`config.mk`:
```
export PLATFORM = sky130hd
export DESIGN_NAME = bcd_to_bin
export DESIGN_NICKNAME = d
export VERILOG_FILES = /design/src/rtl/slot_pkg.sv /design/src/rtl/bcd_mac_step.sv /design/src/rtl/bcd_to_bin.sv
export SDC_FILE = /design/constraint.sdc
export NUM_CORES = 1
export LEC_CHECK = 0
export CAP_MARGIN = 5
export CORE_ASPECT_RATIO = 1.25
export CORE_UTILIZATION = 50
export CTS_BUF_LIST = sky130_fd_sc_hd__clkbuf_8
export CTS_CLUSTER_SIZE = 20
export DETAILED_ROUTE_END_ITERATION = 12
export PLACE_DENSITY = 0.82
export SLEW_MARGIN = 20
export SYNTH_ARGS = -nofsm -noshare
export SYNTH_HDL_FRONTEND = slang
export SYNTH_HIERARCHICAL = 1
export SYNTH_SLANG_ARGS = --single-unit
export TNS_END_PERCENT = 10
```
`constraint.sdc`:
```
create_clock -name clk -period 2.5 [get_ports clk]
set_input_delay 0.5 -clock clk [delete_from_list [all_inputs] [get_ports clk]]
set_output_delay 0.5 -clock clk [all_outputs]
set_load 0.03 [all_outputs]
```
`src/rtl/slot_pkg.sv`:
```
// rtl/slot_pkg.sv - shared score widths, BCD limit and converter state encoding
package slot_pkg;

    localparam int SCORE_DIGITS = 4;
    localparam int SCORE_W      = 14;
    localparam logic [3:0] BCD_MAX = 4'd9;

    typedef enum logic [1:0] {
        IDLE = 2'd0,
        CONV = 2'd1,
        DONE = 2'd2
    } conv_state_e;

endpackage

```
`src/rtl/bcd_mac_step.sv`:
```
// rtl/bcd_mac_step.sv - one decimal multiply-accumulate step: acc*10 + clamp(digit)
module bcd_mac_step
    import slot_pkg::*;
#(
    parameter int BIN_W = SCORE_W
) (
    input  logic [BIN_W-1:0] acc_in,
    input  logic [3:0]       digit,
    output logic [BIN_W-1:0] acc_out,
    output logic             bad_digit
);

    logic [BIN_W+3:0] acc_wide;
    logic [3:0]       digit_clamped;

    // Shift-add times ten at four extra bits; the width bound on BIN_W and the clamp keep the truncation lossless.
    always_comb begin
        bad_digit     = (digit > BCD_MAX);
        digit_clamped = bad_digit ? BCD_MAX : digit;
        acc_wide      = {4'b0000, acc_in};
        acc_out       = BIN_W'((acc_wide << 3) + (acc_wide << 1) + (BIN_W + 4)'(digit_clamped));
    end

endmodule

```
`src/rtl/bcd_to_bin.sv`:
```
// rtl/bcd_to_bin.sv - sequential packed-BCD to binary converter, MSD first, valid/ready on both sides
module bcd_to_bin
    import slot_pkg::*;
#(
    parameter int NUM_DIGITS = SCORE_DIGITS,
    parameter int BIN_W      = SCORE_W
) (
    input  logic                    clk,
    input  logic                    rst_n,
    input  logic                    in_valid,
    output logic                    in_ready,
    input  logic [4*NUM_DIGITS-1:0] bcd_in,
    output logic                    out_valid,
    input  logic                    out_ready,
    output logic [BIN_W-1:0]        bin_out,
    output logic                    err
);

    localparam int CNT_W = (NUM_DIGITS > 1) ? $clog2(NUM_DIGITS) : 1;
    localparam logic [CNT_W-1:0] CNT_LAST = CNT_W'(NUM_DIGITS - 1);

    conv_state_e             state_q,     state_d;
    logic [BIN_W-1:0]        acc_q,       acc_d;
    logic [CNT_W-1:0]        cnt_q,       cnt_d;
    logic [4*NUM_DIGITS-1:0] digits_q,    digits_d;
    logic                    err_q,       err_d;
    logic                    out_valid_q, out_valid_d;
    logic                    in_ready_q,  in_ready_d;
    logic [BIN_W-1:0]        bin_out_q,   bin_out_d;

    logic [BIN_W-1:0] mac_acc;
    logic             mac_bad;

    bcd_mac_step #(
        .BIN_W (BIN_W)
    ) u_mac_step (
        .acc_in    (acc_q),
        .digit     (digits_q[4*NUM_DIGITS-1 -: 4]),
        .acc_out   (mac_acc),
        .bad_digit (mac_bad)
    );

    // Next-state logic: capture in IDLE, one digit per cycle in CONV, hold result in DONE until drained.
    always_comb begin
        state_d     = state_q;
        acc_d       = acc_q;
        cnt_d       = cnt_q;
        digits_d    = digits_q;
        err_d       = err_q;
        out_valid_d = out_valid_q;
        in_ready_d  = in_ready_q;
        bin_out_d   = bin_out_q;
        case (state_q)
            IDLE: begin
                if (in_valid && in_ready_q) begin
                    digits_d   = bcd_in;
                    acc_d      = '0;
                    err_d      = 1'b0;
                    cnt_d      = '0;
                    in_ready_d = 1'b0;
                    state_d    = CONV;
                end
            end
            CONV: begin
                acc_d    = mac_acc;
                err_d    = err_q | mac_bad;
                digits_d = digits_q << 4;
                cnt_d    = cnt_q + CNT_W'(1);
                if (cnt_q == CNT_LAST) begin
                    bin_out_d   = mac_acc;
                    out_valid_d = 1'b1;
                    state_d     = DONE;
                end
            end
            DONE: begin
                if (out_ready) begin
                    out_valid_d = 1'b0;
                    in_ready_d  = 1'b1;
                    state_d     = IDLE;
                end
            end
            default: begin
                out_valid_d = 1'b0;
                in_ready_d  = 1'b1;
                state_d     = IDLE;
            end
        endcase
    end

    // State and registered outputs; reset discards any in-flight conversion.
    always_ff @(posedge clk or negedge rst_n) begin
        if (!rst_n) begin
            state_q     <= IDLE;
            acc_q       <= '0;
            cnt_q       <= '0;
            digits_q    <= '0;
            err_q       <= 1'b0;
            out_valid_q <= 1'b0;
            in_ready_q  <= 1'b1;
            bin_out_q   <= '0;
        end else begin
            state_q     <= state_d;
            acc_q       <= acc_d;
            cnt_q       <= cnt_d;
            digits_q    <= digits_d;
            err_q       <= err_d;
            out_valid_q <= out_valid_d;
            in_ready_q  <= in_ready_d;
            bin_out_q   <= bin_out_d;
        end
    end

    assign in_ready  = in_ready_q;
    assign out_valid = out_valid_q;
    assign bin_out   = bin_out_q;
    assign err       = err_q;

endmodule

```
==> qor.txt <==
most frequent cells in the layout: dfrtp_1, clkdlybuf4s50_1, o21ai_0
CTS Buf Count: 5
status: finished, violations left
first-pass GRT wire length: 9070 µm
combinational power share: 0.540
initial antenna violation count: 0
routed via count: 1,950
Core ar.: 5150 µm²
vias per inst: 5.80
share of post-route cells with drive strength above 1: 0.190
Mapped Nets: 275
chip height: 84.2 µm
WP data required: 2.69 ns
Crit Path Category: flip-flop to flip-flop
PnR worst setup slack: -0.105 ns
arrival time at the worst endpoint: 2.80 ns
minimum hold slack: 0.111 ns
internal power component: 2.47 mW
IO buf count: 36
Ant. Diodes: 0
largest net degree at the start of global routing: 35
peak supply drop: 0.513 mV
Skew-Pair Late Insertion Delay: 0.30 ns
R2R setup slack: -0.10 ns
Max clock buf depth: 2
Fill cells: 426
failing checks: negative setup slack
DIE AREA: 5710 µm²
Ports: 37
Post-Place Cells: 327
Fin. Hold Viols: 0
Setup crit end kind: flip-flop
Tmin final: 2.60 ns
Worst Setup EP: bin_out[12]
Worst Setup SP: digits_q[14]
sequential cell area: 1250 µm²
commonest non-fill, non-tap cell in the layout: dfrtp_1
post-route antenna net violation count: 0
Yosys warnings: 6
CTS tree: done
setup TNS: -0.170 ns
worst-case reg-to-reg path depth: 10
wire per inst: 15.9 µm
Switching Share: 0.402
critical-path cell list: nor2b_1 -> ha_1 -> ha_4 -> fa_2 -> a21o_1 -> nand4_1 -> nand3_2 -> a221oi_2 -> xnor2_1 -> mux2_4
slowest CP cell: dfrtp_1
Leak Pwr: 1.62 nW
average cell area after synthesis: 11.8 µm²
# rows: 29
max frequency: 0.384 GHz
skew final: 0.0104 ns
worst r2r src: digits_q[14]
routability cong.: 0.888
# DRC: 0
clock power share: 0.135
Final Cycle Share: 1.04
Util after Layout: 0.643
Max Transition Viols Final: 0
Crit Reg-Reg Endpoint: bin_out[12]
max incr delay on CP: 0.39 ns
Cell Area, Synth: 2700 µm²
max cap viols: 0
Initial Util: 0.525
Slew @ Worst Pin: 0.511 ns
Setup Viol. Count Final: 3
Total Power: 4.13 mW
RSZ-0062 raised after global routing: yes
multi-input logic area: 1390 µm²
vias in the first global route: 1,973
Cells after Synth: 230
total gr overflow: 0
Net Sw Power: 1.66 mW
first drt pass iteration count: 4
Total GRT Usage: 0.208
Die Width: 67.8 µm
CTS Root Cell: clkbuf_8
Final Non-Filler Cells: 336
Power Dens Cells: 1250 nW/µm²
clock-pin slew on the worst setup and hold paths: 0.09 ns
Flop pwr share: 0.326
HP Class: input pin to asynchronous set/reset pin
H-tree depth: 2
Clock Sinks: 50
CP Max Fanout: 2
startpoint types: flip-flop
Area Overhead vs Synth: 22.4%
final WL: 5330 µm
nets@finish: 318
hold-fix buffers at CTS: 0
HPWL Detailed: 3880 µm
DR iter-0 viols: 94
slew margin rel.: 0.659
[repair_timing]
item | in CTS | in global routing
gates resized for setup | 4 | 4
setup buffers | 0 | 1
gates cloned | 0 | 0
pin swaps | 7 | 5
setup endpoints to repair | 6 | 11
[layout make-up]
| class | count | share of cell area |
|---|---|---|
| inverters | 8 | 0.00907 |
| clock inverters | 3 | 0.0125 |
| flip-flops and latches | 50 | 0.378 |
| clock buffers | 5 | 0.0208 |
| repair buffers | 49 | 0.137 |
| multi-input cells | 159 | 0.419 |
| well taps | 62 | 0.0234 |
[how the worst min path moves through the flow]
stage	start	endpoint	slack [ns]	depth (start not counted)
final	rst_n	bin_out[12]	0.11	1
after global routing	rst_n	bin_out[12]	0.12	1
after CTS	rst_n	bin_out[12]	0.11	1
after detailed placement	rst_n	bin_out[5]	0.44	1
after global placement	rst_n	bin_out[5]	0.44	1
after floorplan	rst_n	acc_q[0]	0.20	0
[power by group through the flow]
stage | registers (mW) | logic, mW | clock network [mW]
after floorplan | 1.48 | 1.37 | 0
after global placement | 1.35 | 2.06 | 0
after detailed placement | 1.36 | 2.15 | 0
after CTS | 1.35 | 2.19 | 0.569
after global routing | 1.39 | 2.46 | 0.605
final | 1.35 | 2.23 | 0.556
[worst max-delay path: cells and delay by family (launching register included)]
kind	cells	cell delay, ns
xor+xnor	1	0.12
compound gates	2	0.49
mux	1	0.27
flops	1	0.39
simple gates	3	0.36
fa+ha+maj	3	0.88
[layer usage]
metal | vias to the layer above | GRT usage | share of wire
met5 | - | 0 | 0
met4 | 0 | 0.0739 | 0.018
met3 | 11 | 0.0380 | 0.027
met2 | 46 | 0.355 | 0.52
met1 | 978 | 0.257 | 0.44
li1 | 915 | - | -
[sequential cells by signal, summed over array words and instances, names as in the netlist]
name       count
acc_q         13
bin_out       14
cnt_q          2
digits_q      16
err            1
in_ready       1
out_valid      1
state_q        2
[stage by stage]
step / setup slack, ns / cell area [µm²]
floorplan: 0.0121 / 2710
global placement: -0.0159 / 3170
detailed placement: -0.0974 / 3170
CTS: -0.0506 / 3290
global route: -0.203 / 3310
finish: -0.105 / 3310
Note: power is estimated with default switching activity, not from simulation.
